### src/rtl/wb_rr_arbiter.sv
// Three-master to one-slave Wishbone classic arbiter with round-robin grants
// held for the whole CYC of the owner, plus a stall watchdog that raises a one-cycle error.
//
// state | meaning
// ------+--------------------------------------------------------------
// IDLE  | no owner, slave outputs forced 0, arbitrating among requests
// BUSY  | owner holds the bus until it drops cyc; watchdog active
module wb_rr_arbiter #(
    parameter int TIMEOUT = 64,
    parameter int CNT_W   = 8
) (
    input  logic        i_clk,
    input  logic        i_rst,

    input  logic        i_m0_cyc,
    input  logic        i_m0_stb,
    input  logic        i_m0_we,
    input  logic [3:0]  i_m0_sel,
    input  logic [29:0] i_m0_adr,
    input  logic [31:0] i_m0_dat,
    output logic        o_m0_ack,
    output logic        o_m0_err,
    output logic [31:0] o_m0_dat,

    input  logic        i_m1_cyc,
    input  logic        i_m1_stb,
    input  logic        i_m1_we,
    input  logic [3:0]  i_m1_sel,
    input  logic [29:0] i_m1_adr,
    input  logic [31:0] i_m1_dat,
    output logic        o_m1_ack,
    output logic        o_m1_err,
    output logic [31:0] o_m1_dat,

    input  logic        i_m2_cyc,
    input  logic        i_m2_stb,
    input  logic        i_m2_we,
    input  logic [3:0]  i_m2_sel,
    input  logic [29:0] i_m2_adr,
    input  logic [31:0] i_m2_dat,
    output logic        o_m2_ack,
    output logic        o_m2_err,
    output logic [31:0] o_m2_dat,

    output logic        o_wb_cyc,
    output logic        o_wb_stb,
    output logic        o_wb_we,
    output logic [3:0]  o_wb_sel,
    output logic [29:0] o_wb_adr,
    output logic [31:0] o_wb_dat,
    input  logic        i_wb_ack,
    input  logic [31:0] i_wb_dat,

    output logic [1:0]  o_grant
);

    typedef enum logic {
        IDLE = 1'b0,
        BUSY = 1'b1
    } state_t;

    localparam logic [1:0]       NO_GRANT  = 2'd3;
    localparam logic [CNT_W-1:0] WDOG_LAST = CNT_W'(TIMEOUT - 1);

    state_t           state, state_nxt;
    logic [1:0]       grant, grant_nxt;
    logic [1:0]       last_grant, last_grant_nxt;
    logic [CNT_W-1:0] wdog, wdog_nxt;
    logic             timeout;
    logic             busy;

    logic [2:0]       m_cyc, m_stb, m_we;
    logic [2:0][3:0]  m_sel;
    logic [2:0][29:0] m_adr;
    logic [2:0][31:0] m_dat;

    logic             g_cyc, g_stb, g_we;
    logic [3:0]       g_sel;
    logic [29:0]      g_adr;
    logic [31:0]      g_dat;

    logic [2:0]       ack_v, err_v;

    assign m_cyc = {i_m2_cyc, i_m1_cyc, i_m0_cyc};
    assign m_stb = {i_m2_stb, i_m1_stb, i_m0_stb};
    assign m_we  = {i_m2_we,  i_m1_we,  i_m0_we};
    assign m_sel = {i_m2_sel, i_m1_sel, i_m0_sel};
    assign m_adr = {i_m2_adr, i_m1_adr, i_m0_adr};
    assign m_dat = {i_m2_dat, i_m1_dat, i_m0_dat};

    // First requester after last_grant, wrapping modulo 3; NO_GRANT if none.
    function automatic logic [1:0] rr_pick(input logic [1:0] last, input logic [2:0] req);
        logic [1:0] pick;
        int         idx;
        pick = NO_GRANT;
        for (int k = 3; k >= 1; k--) begin
            idx = (int'(last) + k) % 3;
            if (req[idx]) pick = 2'(idx);
        end
        return pick;
    endfunction

    always_comb begin
        g_cyc = 1'b0;
        g_stb = 1'b0;
        g_we  = 1'b0;
        g_sel = '0;
        g_adr = '0;
        g_dat = '0;
        for (int i = 0; i < 3; i++) begin
            if (grant == 2'(i)) begin
                g_cyc = m_cyc[i];
                g_stb = m_stb[i];
                g_we  = m_we[i];
                g_sel = m_sel[i];
                g_adr = m_adr[i];
                g_dat = m_dat[i];
            end
        end
    end

    always_comb begin
        state_nxt      = state;
        grant_nxt      = grant;
        last_grant_nxt = last_grant;
        wdog_nxt       = wdog;
        timeout        = 1'b0;
        case (state)
            IDLE: begin
                wdog_nxt = '0;
                if (|m_cyc) begin
                    state_nxt = BUSY;
                    grant_nxt = rr_pick(last_grant, m_cyc);
                end
            end
            BUSY: begin
                // An ack in the terminal cycle wins over the forced error.
                timeout = g_stb && !i_wb_ack && (wdog == WDOG_LAST);
                if (!g_cyc) begin
                    state_nxt      = IDLE;
                    grant_nxt      = NO_GRANT;
                    last_grant_nxt = grant;
                    wdog_nxt       = '0;
                end else if (i_wb_ack || timeout) begin
                    wdog_nxt = '0;
                end else if (g_stb) begin
                    wdog_nxt = wdog + CNT_W'(1);
                end
            end
            default: begin
                state_nxt = IDLE;
                grant_nxt = NO_GRANT;
                wdog_nxt  = '0;
            end
        endcase
    end

    always_ff @(posedge i_clk or posedge i_rst) begin
        if (i_rst) begin
            state      <= IDLE;
            grant      <= NO_GRANT;
            last_grant <= 2'd2;
            wdog       <= '0;
        end else begin
            state      <= state_nxt;
            grant      <= grant_nxt;
            last_grant <= last_grant_nxt;
            wdog       <= wdog_nxt;
        end
    end

    assign busy     = (state == BUSY);
    assign o_grant  = grant;

    assign o_wb_cyc = busy & g_cyc;
    assign o_wb_stb = busy & g_stb & ~timeout;
    assign o_wb_we  = busy & g_we;
    assign o_wb_sel = busy ? g_sel : '0;
    assign o_wb_adr = busy ? g_adr : '0;
    assign o_wb_dat = busy ? g_dat : '0;

    // Ack is only forwarded while the owner is strobing; stray acks are dropped.
    always_comb begin
        ack_v = '0;
        err_v = '0;
        for (int i = 0; i < 3; i++) begin
            ack_v[i] = busy && (grant == 2'(i)) && i_wb_ack && m_stb[i];
            err_v[i] = timeout && (grant == 2'(i));
        end
    end

    assign o_m0_ack = ack_v[0];
    assign o_m1_ack = ack_v[1];
    assign o_m2_ack = ack_v[2];
    assign o_m0_err = err_v[0];
    assign o_m1_err = err_v[1];
    assign o_m2_err = err_v[2];

    assign o_m0_dat = i_wb_dat;
    assign o_m1_dat = i_wb_dat;
    assign o_m2_dat = i_wb_dat;

endmodule
### config.mk
export PLATFORM = sky130hd
export DESIGN_NAME = wb_rr_arbiter
export DESIGN_NICKNAME = d
export VERILOG_FILES = /design/src/rtl/wb_rr_arbiter.sv
export SDC_FILE = /design/constraint.sdc
export NUM_CORES = 1
export LEC_CHECK = 0
export ABC_CLOCK_PERIOD_IN_PS = 4200
export CORE_AREA = 5 5 157 159
export DETAILED_ROUTE_END_ITERATION = 16
export DIE_AREA = 0 0 162 164
export SETUP_SLACK_MARGIN = 0.1
export SKIP_LAST_GASP = 1
export SLEW_MARGIN = 20
export SYNTH_ARGS = -nofsm -noshare
export SYNTH_HDL_FRONTEND = slang
export SYNTH_SLANG_ARGS = --single-unit
### constraint.sdc
create_clock -name i_clk -period 4.2 [get_ports i_clk]
set_input_delay 1.26 -clock i_clk [delete_from_list [all_inputs] [get_ports i_clk]]
set_output_delay 1.26 -clock i_clk [all_outputs]
set_load 0.005 [all_outputs]
==> results.cfg <==
[synthesis]
yosys_register_bits = 13
synth_area_um2 = 3666
synth_warnings = 0
synth_largest_area_cell = buf_4
yosysMostFrequentCell = buf_4
synth_edf_count = 0
async_reset_ff_share_pct = 100.0
synth_common_cells = buf_4 (107), mux2i_1 (77), nand2_1 (74)
synthCells = 517
synth_top_area_share_pct = 21.91
syn_avg_cell_area_um2 = 7.091
synth.yosys.seq_area_share_pct = 8.976
synth_ff_type = dfrtp_1
ys_types = 48
yosys-top-cells-area = buf_4 (22%), mux2i_1 (21%), and2_1 (12%)
synth.net_count = 763

[floorplan]
die_w_um = 162
die_h_um = 164
initial_utilization_pct = 15.85
core.rowCount = 56
core-area_um2 = 23120
io_pins = 415
dieArea_um2 = 26570

[route]
num_vias = 4000
wl_um = 16290
wl_per_cell_um = 16.63
drtIter0Drc = 183
postRouteAntennaNets = 0
first_pass_iters = 4
drc = 0
vias_per_cell = 4.082

[critical_path]
startpoint_type = input port
rr_endpoint = wdog[7]
critPathLaunch = i_wb_ack
end_kind = output pin
crit_arrival_ps = 2780
cp.required_ps = 2940
crit_path_max_fanout = 4
crit_type = in -> out
r2r_slack_ps = 1730
worst_r2r_path_depth = 5
worstReg2RegStart = busy

[timing]
fmax_ghz = 0.2477
hold_viol = 0
fin_crit_sh_pct = 96.14
finalSetupViolCount = 0
tightestPinTransition_ps = 788.2
hold_ws_ps = 554.1
slew_viol_final = 0
clock_skew_ps = 5.272
period_minus_slack_ps = 4038
rsz0062_at_grt = false
slew_headroom_pct = 47.45

[cells_and_area]
layout-drive-gt1-share_pct = 5.652
syn2layout_area_growth_pct = 71.40
num_antenna_cells = 0
final_nets = 937
nFillCells = 2534

[power]
peakVddDrop_uv = 334.8
p_leak_uw = 0.002589
power_density_nw_per_um2 = 431.2
power_uw = 2710

[global_routing]
grt_max_degree = 40
grt_pass1_wl_um = 23510
first_global_vias = 4053
gr-total-overflow = 0
grtUsageTotal_pct = 10.92
antenna_found_initial = 0

[placed_design]
port_buffers = 286
dp_hpwl_um = 13000
place.gp.congestion = 0.7420

[clocking]
worstSkewPairLatency_ps = 250
htreeDepth = 1
clockBufferDepth = 2
cts_buffers = 3
cts_root_buffer = clkbuf_16
cts_tree = yes
clock-sinks = 13
hold_buffers = 0
clkSlewWorstSetupHoldPaths_ps = 50

[worst_hold_path]
hold_end = wdog[7]
min_from = wdog[7]
hold_depth = 2
min_path_type = reg -> reg

[job]
cap_violations = 0

[outcome]
status = complete, no violations
metal layers:
layer	vias up	GRT usage, %	part of all wire [%]
met5	-	0	0
met2	168	18.19	47
met4	0	2.691	2.0
met1	1807	13.44	41
met3	34	3.990	9.8
li1	1991	-	-
stage by stage:
| step | TNS (ps) | util, % | setup slack, ps | area (um2) | cells |
|---|---|---|---|---|---|
| 6_report | 0 | 27.18 | 162.0 | 6284 | 980 |
| 5_1_grt | 0 | 27.18 | 109.9 | 6284 | 980 |
| 4_1_cts | 0 | 27.05 | 110.0 | 6255 | 980 |
| 3_5_place_dp | -42.15 | 26.56 | -42.15 | 6141 | 974 |
| 3_3_place_gp | 0 | 26.56 | 33.53 | 6141 | 974 |
| 2_1_floorplan | 0 | - | 966.7 | 3666 | 517 |
cell usage in the layout (no fill, tap or decap), drive strengths merged, types with 2 or more instances in the layout:
cell | Yosys | layout
o211ai | 8 | 8
o21bai | 2 | 2
nor4b | 2 | 2
dlymetal6s2s | 0 | 4
nand3 | 3 | 3
clkdlybuf4s50 | 0 | 279
dlygate4sd2 | 0 | 3
a32oi | 2 | 2
nor4 | 3 | 3
dfrtp | 10 | 10
a21boi | 3 | 3
clkbuf | 17 | 3
dfstp | 3 | 3
nand2 | 74 | 74
mux2i | 77 | 77
and2 | 68 | 68
nand3b | 3 | 3
ha | 4 | 4
a2bb2oi | 2 | 2
nand2b | 7 | 7
o21ai | 73 | 73
buf | 118 | 18
inv | 10 | 10
a21oi | 5 | 5
nand4 | 2 | 2
nor2 | 5 | 5
power breakdown:
group	internal, uW	leakage [uW]	total (uW)	switching, uW
clock network	127	0.0000409	182	55.0
registers	166	0.000165	287	121
logic	1250	0.00238	2240	994
registers in the layout, summed over array words and instances (netlist names):
name and count:
last_grant 2, busy 1, wdog 8, o_grant 2
area by class of cell:
type / instances / area (um2) / area share, %
Clock buffer: 3 / 75.07 / 1.195
Timing Repair Buffer: 304 / 3054 / 48.61
Multi-Input combinational cell: 359 / 2415 / 38.43
Inverter: 10 / 37.54 / 0.5974
Clock inverter: 1 / 5.005 / 0.07965
Sequential cell: 13 / 334.1 / 5.317
Tap cell: 290 / 362.8 / 5.775
kinds of logic (layout without fill, tap and decap cells):
| family | after synthesis | after routing | share of synthesized area, % |
|---|---|---|---|
| AO/OA/AOI/OAI | 102 | 102 | 16.52 |
| AND/OR/NAND/NOR | 175 | 175 | 25.22 |
| flip-flops | 13 | 13 | 8.976 |
| adder cells (fa/ha/maj) | 4 | 4 | 1.365 |
| multiplexers | 78 | 78 | 21.43 |
| buffers and inverters | 145 | 318 | 26.48 |
worst max-delay path by stage:
stage                               to  slack, ps  cells after the start
after floorplan               o_m0_err        970                      4
after CTS                 o_wb_dat[12]        110                      5
after global placement        o_m1_err         30                      6
after global routing          o_m0_ack        110                      4
final                         o_m0_ack        160                      4
after detailed placement      o_m1_err        -40                      6
critical path, cell delays in order:
cell,delay [ps]
clkdlybuf4s50_1,520
nand2_1,130
nor4b_2,310
clkdlybuf4s50_1,550
timing repair:
action                                  4_1_cts  5_1_grt
endpoints found under the setup margin        6        6
pin swaps                                     1        2
buffers inserted                              2        0
resized for setup                             8        9
No activity file was read; power rests on OpenSTA's default activity.
